### config.mk
export PLATFORM = sky130hd
export DESIGN_NAME = multicycle_ctrl32
export DESIGN_NICKNAME = d
export VERILOG_FILES = /design/src/rtl/multicycle_ctrl32.sv
export SDC_FILE = /design/constraint.sdc
export NUM_CORES = 1
export LEC_CHECK = 0
export BUFFER_PORTS_ARGS = -buffer_cell sky130_fd_sc_hd__buf_4
export CAP_MARGIN = 30
export CORE_MARGIN = 5
export CORE_UTILIZATION = 37
export DETAILED_ROUTE_END_ITERATION = 6
export PLACE_DENSITY = 0.8
export SETUP_SLACK_MARGIN = 0.1
export SKIP_CTS_REPAIR_TIMING = 1
export SYNTH_ARGS = -nofsm -noshare
export SYNTH_HDL_FRONTEND = slang
export SYNTH_SLANG_ARGS = --single-unit
### constraint.sdc
create_clock -name clk_i -period 1.97 [get_ports clk_i]
set_input_delay 0.394 -clock clk_i [delete_from_list [all_inputs] [get_ports clk_i]]
set_output_delay 0.394 -clock clk_i [all_outputs]
set_load 0.01 [all_outputs]
### src/rtl/multicycle_ctrl32.sv
// ---------------------------------------------------------------------------
// multicycle_ctrl32
//
// Multi-cycle control FSM for the KLP32 RV32I datapath. It sequences each
// instruction through FETCH / DECODE / EXECUTE / (MEM) / WB. It decodes the
// instruction register contents into datapath selects and write strobes.
// Data memory accesses are stretched by a ready handshake. An unsupported
// instruction halts the machine until reset.
//
// Ports
//   clk_i        system clock, rising edge
//   reset_i      asynchronous reset, active high
//   instr_i      instruction register contents (valid from DECODE onward)
//   br_eq_i      rs1 == rs2
//   br_lt_i      rs1 <  rs2 (signed)
//   br_ltu_i     rs1 <  rs2 (unsigned)
//   mem_ready_i  data memory completes its access this cycle
//   ir_write_o   latch instruction memory output into the IR
//   pc_write_o   load PC from the pc-select mux
//   pc_sel_o     0 = pc+4, 1 = ALU result
//   reg_write_o  register file write enable
//   imm_sel_o    0 I, 1 S, 2 B, 3 U, 4 J
//   a_sel_o      0 = rs1 data, 1 = PC
//   b_sel_o      0 = rs2 data, 1 = immediate
//   alu_sel_o    0 ADD .. 9 AND, 10 PASS_B
//   dmem_re_o    data memory read request
//   dmem_we_o    data memory write request
//   wb_sel_o     0 ALU, 1 memory, 2 pc+4
//   illegal_o    sticky illegal-instruction flag
//   state_o      FETCH=0, DECODE=1, EXECUTE=2, MEM=3, WB=4, HALT=5
// ---------------------------------------------------------------------------
module multicycle_ctrl32 (
    input  logic        clk_i,
    input  logic        reset_i,
    input  logic [31:0] instr_i,
    input  logic        br_eq_i,
    input  logic        br_lt_i,
    input  logic        br_ltu_i,
    input  logic        mem_ready_i,
    output logic        ir_write_o,
    output logic        pc_write_o,
    output logic        pc_sel_o,
    output logic        reg_write_o,
    output logic [2:0]  imm_sel_o,
    output logic        a_sel_o,
    output logic        b_sel_o,
    output logic [3:0]  alu_sel_o,
    output logic        dmem_re_o,
    output logic        dmem_we_o,
    output logic [1:0]  wb_sel_o,
    output logic        illegal_o,
    output logic [2:0]  state_o
);

    typedef enum logic [2:0] {
        StFetch   = 3'd0,
        StDecode  = 3'd1,
        StExecute = 3'd2,
        StMem     = 3'd3,
        StWb      = 3'd4,
        StHalt    = 3'd5
    } state_e;

    localparam logic [6:0] OpR      = 7'b0110011;
    localparam logic [6:0] OpIAlu   = 7'b0010011;
    localparam logic [6:0] OpLoad   = 7'b0000011;
    localparam logic [6:0] OpStore  = 7'b0100011;
    localparam logic [6:0] OpBranch = 7'b1100011;
    localparam logic [6:0] OpJal    = 7'b1101111;
    localparam logic [6:0] OpJalr   = 7'b1100111;
    localparam logic [6:0] OpLui    = 7'b0110111;
    localparam logic [6:0] OpAuipc  = 7'b0010111;

    localparam logic [2:0] ImmI = 3'd0;
    localparam logic [2:0] ImmS = 3'd1;
    localparam logic [2:0] ImmB = 3'd2;
    localparam logic [2:0] ImmU = 3'd3;
    localparam logic [2:0] ImmJ = 3'd4;

    localparam logic [3:0] AluAdd  = 4'd0;
    localparam logic [3:0] AluSub  = 4'd1;
    localparam logic [3:0] AluSll  = 4'd2;
    localparam logic [3:0] AluSlt  = 4'd3;
    localparam logic [3:0] AluSltu = 4'd4;
    localparam logic [3:0] AluXor  = 4'd5;
    localparam logic [3:0] AluSrl  = 4'd6;
    localparam logic [3:0] AluSra  = 4'd7;
    localparam logic [3:0] AluOr   = 4'd8;
    localparam logic [3:0] AluAnd  = 4'd9;
    localparam logic [3:0] AluPass = 4'd10;

    localparam logic [1:0] WbAlu = 2'd0;
    localparam logic [1:0] WbMem = 2'd1;
    localparam logic [1:0] WbPc4 = 2'd2;

    state_e state_q, state_d;
    logic   illegal_q, illegal_d;

    // Instruction fields
    logic [6:0] opcode;
    logic [2:0] funct3;
    logic       funct7_b5;
    logic [4:0] rd;

    assign opcode    = instr_i[6:0];
    assign funct3    = instr_i[14:12];
    assign funct7_b5 = instr_i[30];
    assign rd        = instr_i[11:7];

    logic is_r, is_ialu, is_load, is_store, is_branch, is_jal, is_jalr, is_lui, is_auipc;

    assign is_r      = (opcode == OpR);
    assign is_ialu   = (opcode == OpIAlu);
    assign is_load   = (opcode == OpLoad);
    assign is_store  = (opcode == OpStore);
    assign is_branch = (opcode == OpBranch);
    assign is_jal    = (opcode == OpJal);
    assign is_jalr   = (opcode == OpJalr);
    assign is_lui    = (opcode == OpLui);
    assign is_auipc  = (opcode == OpAuipc);

    logic legal;
    assign legal = (is_r | is_ialu | is_load | is_store | is_jal | is_jalr | is_lui | is_auipc)
                 | (is_branch & (funct3 != 3'b010) & (funct3 != 3'b011));

    // Branch resolution; funct3[0] inverts the base comparison.
    logic br_base, br_taken;
    always_comb begin
        br_base = 1'b0;
        unique case (funct3[2:1])
            2'b00:   br_base = br_eq_i;
            2'b10:   br_base = br_lt_i;
            2'b11:   br_base = br_ltu_i;
            default: br_base = 1'b0;
        endcase
        br_taken = br_base ^ funct3[0];
    end

    // ALU operation from {funct7[5], funct3}; for I-ALU the funct7 bit only
    // distinguishes SRLI/SRAI, since elsewhere bit 30 belongs to the immediate.
    logic       alt_bit;
    logic [3:0] alu_arith;
    always_comb begin
        alt_bit   = is_r ? funct7_b5 : (funct7_b5 & (funct3 == 3'b101));
        alu_arith = AluAdd;
        unique case (funct3)
            3'b000:  alu_arith = alt_bit ? AluSub : AluAdd;
            3'b001:  alu_arith = AluSll;
            3'b010:  alu_arith = AluSlt;
            3'b011:  alu_arith = AluSltu;
            3'b100:  alu_arith = AluXor;
            3'b101:  alu_arith = alt_bit ? AluSra : AluSrl;
            3'b110:  alu_arith = AluOr;
            3'b111:  alu_arith = AluAnd;
            default: alu_arith = AluAdd;
        endcase
    end

    // Datapath selects: a pure function of the instruction word.
    logic [2:0] imm_sel;
    logic       a_sel, b_sel;
    logic [3:0] alu_sel;
    logic [1:0] wb_sel;
    always_comb begin
        imm_sel = ImmI;
        a_sel   = 1'b0;
        b_sel   = 1'b1;
        alu_sel = AluAdd;
        wb_sel  = WbAlu;
        if (is_r) begin
            b_sel   = 1'b0;
            alu_sel = alu_arith;
        end else if (is_ialu) begin
            alu_sel = alu_arith;
        end else if (is_lui) begin
            imm_sel = ImmU;
            alu_sel = AluPass;
        end else if (is_auipc) begin
            imm_sel = ImmU;
            a_sel   = 1'b1;
        end else if (is_jal) begin
            imm_sel = ImmJ;
            a_sel   = 1'b1;
            wb_sel  = WbPc4;
        end else if (is_branch) begin
            imm_sel = ImmB;
            a_sel   = 1'b1;
        end else if (is_store) begin
            imm_sel = ImmS;
        end else if (is_load) begin
            wb_sel  = WbMem;
        end else if (is_jalr) begin
            wb_sel  = WbPc4;
        end
    end

    // Next state and strobes
    logic ir_write, pc_write, pc_sel, reg_write, dmem_re, dmem_we;
    always_comb begin
        state_d   = state_q;
        ir_write  = 1'b0;
        pc_write  = 1'b0;
        pc_sel    = 1'b0;
        reg_write = 1'b0;
        dmem_re   = 1'b0;
        dmem_we   = 1'b0;
        case (state_q)
            StFetch: begin
                ir_write = 1'b1;
                state_d  = StDecode;
            end
            StDecode: begin
                state_d = legal ? StExecute : StHalt;
            end
            StExecute: begin
                if (is_load || is_store) begin
                    state_d = StMem;
                end else if (is_branch) begin
                    pc_write = 1'b1;
                    pc_sel   = br_taken;
                    state_d  = StFetch;
                end else begin
                    state_d = StWb;
                end
            end
            StMem: begin
                dmem_re = is_load;
                dmem_we = is_store;
                if (mem_ready_i) begin
                    if (is_load) begin
                        state_d = StWb;
                    end else begin
                        pc_write = 1'b1;
                        state_d  = StFetch;
                    end
                end
            end
            StWb: begin
                reg_write = (rd != 5'd0);
                pc_write  = 1'b1;
                pc_sel    = is_jal | is_jalr;
                state_d   = StFetch;
            end
            StHalt: begin
                state_d = StHalt;
            end
            default: begin
                state_d = StFetch;
            end
        endcase
    end

    assign illegal_d = illegal_q | (state_d == StHalt);

    always_ff @(posedge clk_i or posedge reset_i) begin
        if (reset_i) begin
            state_q   <= StFetch;
            illegal_q <= 1'b0;
        end else begin
            state_q   <= state_d;
            illegal_q <= illegal_d;
        end
    end

    // Reset is asynchronous on the outputs too: the state register already
    // sits in FETCH, whose ir_write strobe must not show while reset is held.
    always_comb begin
        ir_write_o  = 1'b0;
        pc_write_o  = 1'b0;
        pc_sel_o    = 1'b0;
        reg_write_o = 1'b0;
        imm_sel_o   = ImmI;
        a_sel_o     = 1'b0;
        b_sel_o     = 1'b0;
        alu_sel_o   = AluAdd;
        dmem_re_o   = 1'b0;
        dmem_we_o   = 1'b0;
        wb_sel_o    = WbAlu;
        if (!reset_i) begin
            ir_write_o  = ir_write;
            pc_write_o  = pc_write;
            pc_sel_o    = pc_sel;
            reg_write_o = reg_write;
            imm_sel_o   = imm_sel;
            a_sel_o     = a_sel;
            b_sel_o     = b_sel;
            alu_sel_o   = alu_sel;
            dmem_re_o   = dmem_re;
            dmem_we_o   = dmem_we;
            wb_sel_o    = wb_sel;
        end
    end

    assign illegal_o = illegal_q;
    assign state_o   = state_q;

endmodule

=== Yosys cells after proc, flatten, opt, wreduce, memory -nomap -nowiden ===
Index checks and enable logic that the tools add are counted.
Widths: inputs -> output; s select.

* Register bits after elaboration: 4
* Input port bits: 38
* Output and inout bits: 21

* Equality and inequality tests: 26
* Multiplexer cells: 59
* Bitwise gates (word level): 14
* Reductions and logical operators: 5

{| class="wikitable"
|+ Operator list
! kind !! number
|-
| $mux 3 || 11
|-
| $pmux 4 s8 || 1
|-
| $mux 1 || 28
|-
| $mux 2 || 11
|-
| $eq 3x3->1 const B || 7
|-
| $eq 7x6->1 const B || 3
|-
| $eq 7x7->1 const B || 3
|-
| $mux 4 || 4
|-
| $pmux 3 s5 || 1
|-
| $eq 7x5->1 const B || 2
|-
| $eq 3x2->1 const B || 4
|-
| $or 1x1->1 || 10
|-
| $eq 7x2->1 const B || 1
|-
| $eq 3x1->1 const B || 2
|-
| $logic_not 3->1 || 2
|-
| $ne 3x2->1 const B || 2
|-
| $pmux 1 s3 || 2
|-
| $reduce_bool 5->1 || 1
|-
| $eq 2x2->1 const B || 2
|-
| $and 1x1->1 || 3
|-
| $logic_not 2->1 || 1
|-
| $pmux 1 s2 || 1
|-
| $logic_or 1x1->1 || 1
|-
| $xor 1x1->1 || 1
|}

=== Depth between registers and ports, before layout ===
Gate-level depths: netlist (run 1).

* Depth in word-level cells: 13
* Depth in mapped cells: 5

=== Worst setup path after synthesis (run 1) ===
OpenSTA, ideal clock, no wires.

* Kind: input to output
* Start point: in instr_i[3]
* End point: out dmem_we_o
* Arrival time: 1.465 ns
* Path slack: 0.111 ns
* Cell stages on the path: 5
* Path buffers: 1
* Cells stage by stage: nand4bb_1 buf_2 or3_4 or2_4 nor2_1

* Longest elaborated chain between the ends: 3

{| class="wikitable"
|+ Ends and longest elaborated chain
! item !! RTL line !! text
|-
| start, declared || 35 || <nowiki>input logic [31:0] instr_i,</nowiki>
|-
| $eq 7x6->1 || 115 || <nowiki>assign is_store = (opcode == OpStore);</nowiki>
|-
| $mux 1 || 207 || <nowiki>case (state_q)</nowiki>
|-
| $mux 1 || 279 || <nowiki>if (!reset_i) begin</nowiki>
|-
| end, declared || 49 || <nowiki>output logic dmem_we_o,</nowiki>
|}

No other way between the ends.

=== Worst setup path in the final report (run 1) ===
* Start point: reg state_q[2], in the netlist state_o[2]
* End point: out pc_write_o

* Longest elaborated chain between the ends: 3
* Elaborated cells on any way between the ends: 5

{| class="wikitable"
|+ Ends and longest elaborated chain
! item !! RTL line !! text
|-
| start, declared || 96 || <nowiki>state_e state_q, state_d;</nowiki>
|-
| start signal, assigned || 257 || <nowiki>state_q <= StFetch;</nowiki>
|-
| start signal, assigned || 260 || <nowiki>state_q <= state_d;</nowiki>
|-
| $eq 3x3->1 or $eq 3x2->1 (tied branches) || 207 ||
|-
| $pmux 1 s3 * || 207 ||
|-
| $mux 1 * || 279 ||
|-
| end, declared || 41 || <nowiki>output logic pc_write_o,</nowiki>
|}

Mark *: on every way between the ends. The rest lies on a longest branch, timed or not.

==> flow_summary_export.csv, run 1 <==
group,metric,value,unit
status,status,"finished, violations left",
status,violations,"negative setup slack",
worst_setup_path,critPathTopFamily,"simple AND/OR/NAND/NOR gates",
synthesis,ys_ff_latch,4,
floorplan,die-area,2710,µm²
finish,nets,193,
placed_design,dp_slack,-0.165,ns
synthesis,yosysWarningCount,0,
worst_setup_path,critPathBufInv,1,
finish,antenna_cells,0,
drt,vias,986,
timing,relSlewSlack,70.7,%
clock_network,cts.sink_count,4,
timing,hold_ws,0.211,ns
placed_design,routabilityCongestion,0.836,
synthesis,synthTopCellsByArea,"dfrtp_1 (15%), a21oi_1 (6.1%), nand2b_1 (4.8%), nand2_1 (4.6%), nor2_1 (4.6%)",
worst_setup_path,critPathSlowestCell,"or4_1",
synthesis,ys.flop_type,"dfrtp_1",
floorplan,initial_core_util,38.4,%
power_and_ir_drop,max-vdd-ir-drop,0.486,mV
synthesis,synth_edf_count,0,
worst_setup_path,crit_type,"reg2out",
drt,remaining_drc_errors,0,
drt,vias_per_cell,5.54,
global_route,grtUsageTotal,18.2,%
clock_network,cts_tree,"built",
synthesis,ys_async_sr_fraction,100,%
clock_network,clkTransAtPathRegs,0.04,ns
synthesis,syn_inst,97,
timing,period_needed,2.03,ns
clock_network,root_buffer,"clkbuf_4",
job,maxCapViolations,0,
synthesis,synth_common_cells,"a21oi_1 (8), nand2_1 (8), nor2_1 (8)",
timing,skew,0.00543,ns
synthesis,synth_seq_area_share,15.3,%
finish,area_growth,91.8,%
floorplan,ios,59,
synthesis,synth.distinct_cells,40,
worst_setup_path,worstSetupEndpointType,"output pin",
synthesis,synth_top_area_share,15.3,%
drt,dr_wl_met2,1420,µm
global_route,grt_pass1_wl,3820,µm
clock_network,htreeDepth,1,
drt,wl_met3,181,µm
power_and_ir_drop,power_frac_seq,22.8,%
finish,postLayoutCellArea,1260,µm²
timing,rsz0062_at_grt,"true",
synthesis,syn_area_per_cell,6.76,µm²
worst_setup_path,crit_path_cell_trace,"nand4b_1 -> or4_1 -> nand3_1 -> buf_6",
floorplan,rows,15,
worst_setup_path,required,1.58,ns
drt,drt_iter0_markers,25,
floorplan,fp.dieH,52.1,µm
timing,slew_viol_final,0,
clock_network,clk_latency,0.24,ns
clock_network,numCtsBuffers,3,
power_and_ir_drop,clkPwrFrac,18.5,%
drt,wl,2750,µm
timing,setup_viol,2,
worst_setup_path,arrival,1.64,ns
drt,wl_per_cell,15.4,µm
finish,drive_gt1_share,59.5,%
power_and_ir_drop,p_sw_share,39.1,%
worst_setup_path,start_kind,"register",
placed_design,numPortBuffers,42,
timing,setup_slack,-0.0650,ns
global_route,grt_pass1_vias,908,
synthesis,syn_area,656,µm²
floorplan,core_area,1710,µm²
power_and_ir_drop,total_switching_power,0.000218,W
drt,highest_layer,"met4",
worst_setup_path,cp_max_fo,5,
power_and_ir_drop,combPwrFrac,58.7,%
timing,fin_crit_sh,103,%
finish,finalCoreUtilization,73.6,%
drt,ant_nets,0,
power_and_ir_drop,powerDensity,444,nW/µm²
placed_design,dp_hpwl,1890,µm
timing,tightest_slew,0.434,ns
timing,timing.fmax,491,MHz
worst_setup_path,max_stage_delay,0.51,ns
drt,first_pass_iters,4,
timing,report.final.hold_viol_count,0,
synthesis,synth.net_count,135,
synthesis,yosysTopAreaCell,"dfrtp_1",
clock_network,cts_buffer_depth,2,
power_and_ir_drop,power.internal,0.000340,W
worst_hold_path,hp-class,"in2async",
placed_design,placed_area,1060,µm²
global_route,grt_antenna_before_repair,0,
power_and_ir_drop,power.leakage,0.576,nW
global_route,overflow,0,
drt,wl_met1,1070,µm
global_route,grt_max_degree,13,
floorplan,fp.dieW,52.1,µm
timing,setup_tns,-0.0831,ns
-- layer usage --
layer,vias up,track usage [%]
li1,474,-
met1,460,21.6
met2,46,31.6
met3,6,5.16
met4,0,5.24
met5,-,0
-- worst register-to-register path, stage by stage, from the launching register on --
cell     delay, ns
dfrtp_1       0.43
buf_4         0.19
o41ai_1       0.44
o21ai_0       0.13
a21oi_1       0.13
-- cells in the final DEF, fill, tap and decap left out, types with 2 or more instances in the layout --
cell / netlist / layout
inv_1: 5 / 4
nand3_1: 4 / 4
o21ai_0: 4 / 4
or3_4: 1 / 2
nor2b_1: 2 / 2
dfrtp_2: 0 / 2
nor3_2: 0 / 3
buf_4: 0 / 58
nor2_1: 8 / 6
and2_4: 0 / 2
dfrtp_1: 4 / 2
clkbuf_4: 0 / 3
o41ai_1: 2 / 2
a21oi_2: 1 / 2
nor4_1: 3 / 3
nand2b_1: 5 / 3
nor3_1: 5 / 2
buf_6: 0 / 3
nand2_1: 8 / 8
a21oi_1: 8 / 7
-- logic make-up after synthesis --
group / Yosys count / synth area share [%]
mux: 2 / 3.24
buf+inv: 13 / 8.21
flops: 4 / 15.3
xor+xnor: 1 / 1.34
compound gates: 26 / 27.5
simple gates: 51 / 44.5
-- final timing paths --
check / start / end / slack [ns] / cells past startpoint
setup reg to reg: state_o[0] / state_o[0] / 0.58 / 4
min in group clk_i: illegal_o / illegal_o / 0.48 / 1
max in group asynchronous: reset_i / state_o[1] / 1.64 / 3
hold reg to reg: illegal_o / illegal_o / 0.48 / 1
setup / recovery: state_o[2] / pc_write_o / -0.06 / 4
hold / removal: reset_i / illegal_o / 0.21 / 3
-- sequential cells by signal, indices dropped and copies added, names as in the netlist --
signal	flops
illegal_o	1
state_o	3
-- layout make-up --
type	instances	area [µm²]
flip-flops and latches	4	103
well taps	25	31.3
repair buffers	61	469
fillers	134	450
multi-input cells	80	613
clock buffers	3	22.5
inverters	5	18.8
-- through the flow --
step           total power (W)  cells
2_1_floorplan         0.000254     97
3_5_place_dp          0.000384    169
4_1_cts               0.000492    172
3_3_place_gp          0.000377    169
5_1_grt               0.000594    178
6_report              0.000559    178
-- power by group through the flow --
| stage | Clock [W] | Sequential, W | Combinational, W |
|---|---|---|---|
| 2_1_floorplan | 0 | 0.000125 | 0.000129 |
| 3_3_place_gp | 0 | 0.000127 | 0.000250 |
| 3_5_place_dp | 0 | 0.000127 | 0.000257 |
| 4_1_cts | 0.000107 | 0.000127 | 0.000258 |
| 5_1_grt | 0.000117 | 0.000127 | 0.000350 |
| 6_report | 0.000103 | 0.000127 | 0.000328 |
No activity file was read; power rests on OpenSTA's default activity.
==> run 2, diff against run 1 <==
Settings changed: SKIP_CTS_REPAIR_TIMING 1 to not set.
==> flow_summary_export.csv, run 2 (synthesis gave the netlist of run 1 again) <==
group,metric,value,unit
clock_network,root_buffer,"clkbuf_4",
timing,rsz0062_at_grt,"true",
clock_network,cts_buffer_depth,2,
finish,area_growth,103,%
floorplan,fp.dieH,52.1,µm
clock_network,htreeDepth,1,
global_route,use_met1,23.1,%
placed_design,dp_hpwl,1890,µm
status,status,"finished, violations left",
drt,vias,1060,
worst_setup_path,required,1.58,ns
timing,slew_viol_final,0,
floorplan,ios,59,
placed_design,dp.cells,169,
power_and_ir_drop,power.leakage,0.597,nW
timing,skew,0.00123,ns
worst_setup_path,cp_max_fo,4,
finish,num-fill-cells,119,
timing,tightest_slew,0.445,ns
floorplan,core_area,1710,µm²
finish,drive_gt1_share,64.1,%
finish,nets,196,
clock_network,clk_latency,0.25,ns
placed_design,routabilityCongestion,0.836,
power_and_ir_drop,powerDensity,453,nW/µm²
timing,relSlewSlack,69.9,%
clock_network,numCtsBuffers,3,
drt,first_pass_iters,4,
clock_network,postCtsHoldBufs,0,
floorplan,die-area,2710,µm²
floorplan,rows,15,
drt,wl,3140,µm
global_route,overflow,0,
worst_hold_path,hp-class,"in2async",
worst_setup_path,reg2reg_to,"state_o[0]",
floorplan,fp.dieW,52.1,µm
worst_setup_path,reg2reg_depth,4,
finish,finalCoreUtilization,77.8,%
worst_setup_path,crit_type,"in2out",
global_route,grtUsageTotal,20.2,%
finish,most-common-layout-cells,"buf_4 (58), nand2_1 (7), nor2_1 (6), buf_6 (6), a21oi_1 (5)",
global_route,grt_use_met3,5.44,%
timing,period_needed,2.01,ns
finish,antenna_cells,0,
drt,remaining_drc_errors,0,
drt,wl_per_cell,17.3,µm
global_route,grt_pass1_vias,1003,
timing,hold_ws,0.229,ns
clock_network,cts.sink_count,4,
status,violations,"negative setup slack",
clock_network,clkTransAtPathRegs,0.04,ns
timing,timing.fmax,498,MHz
finish,final_common_cell,"buf_4",
worst_setup_path,start_kind,"primary input",
global_route,busiest_layer,"met2",
timing,setup_viol,5,
timing,report.final.hold_viol_count,0,
worst_setup_path,r2r_setup_slack,0.52,ns
global_route,grt_pass1_wl,4200,µm
global_route,use_met2,35.6,%
worst_setup_path,arrival,1.61,ns
drt,vias_per_cell,5.86,
global_route,grt_max_degree,13,
power_and_ir_drop,max-vdd-ir-drop,0.491,mV
drt,ant_nets,0,
timing,setup_slack,-0.0364,ns
job,maxCapViolations,0,
finish,largest_reg_flops,3,
clock_network,cts_tree,"built",
drt,drt_iter0_markers,39,
floorplan,initial_core_util,38.4,%
worst_setup_path,worstSetupEndpointType,"output pin",
worst_setup_path,r2r-start,"state_o[0]",
global_route,grt_antenna_before_repair,0,
finish,fin_cells,181,
power_and_ir_drop,fin_total_pwr,0.000602,W
timing,fin_crit_sh,102,%
placed_design,numPortBuffers,42,
## run 2: cell type report
cell class                      instances  area [µm²]  share of cell area, %
Sequential cell                         4         103                   7.72
Multi-Input combinational cell         80         651                   49.0
Clock buffer                            3        22.5                   1.69
Tap cell                               25        31.3                   2.35
Inverter                                5        18.8                   1.41
Timing Repair Buffer                   64         503                   37.9
## run 2: how the worst max path moves through the flow
stage | start | end | depth (start not counted)
floorplan | instr_i[3] | dmem_we_o | 5
global placement | instr_i[3] | alu_sel_o[0] | 6
detailed placement | instr_i[3] | alu_sel_o[0] | 6
CTS | instr_i[2] | imm_sel_o[0] | 6
global route | instr_i[2] | dmem_re_o | 7
finish | instr_i[2] | imm_sel_o[0] | 6
## run 2: per-layer routing
layer / share of wire [%] / wire, µm
met1: 38 / 1190
met5: 0 / 0
met2: 51 / 1600
met4: 3.3 / 102
met3: 7.7 / 242
## run 2: critical path, cell delays in order
cell and delay [ns]:
buf_6 0.09, nand4bb_4 0.25, or3_4 0.36, or2_4 0.26
a21oi_2 0.13, buf_4 0.13
## run 2: repair_timing
action                     in CTS  in global routing
setup endpoints to repair      11                 12
pin swaps                       8                  5
buffers inserted                5                  4
gates resized for setup        21                 19
## run 2: stage by stage
step,cell area [µm²],setup slack [ns],setup TNS (ns)
floorplan,656,0.111,0
global placement,1060,-0.163,-0.468
detailed placement,1060,-0.165,-0.535
CTS,1220,-0.0183,-0.0183
global route,1330,-0.0688,-0.397
finish,1330,-0.0364,-0.104
## run 2: power breakdown
part | leakage (nW) | internal (W) | switching [W]
logic | 0.543 | 0.000191 | 0.000173
clock network | 0.0138 | 0.0000686 | 0.0000410
registers | 0.0397 | 0.000101 | 0.0000275
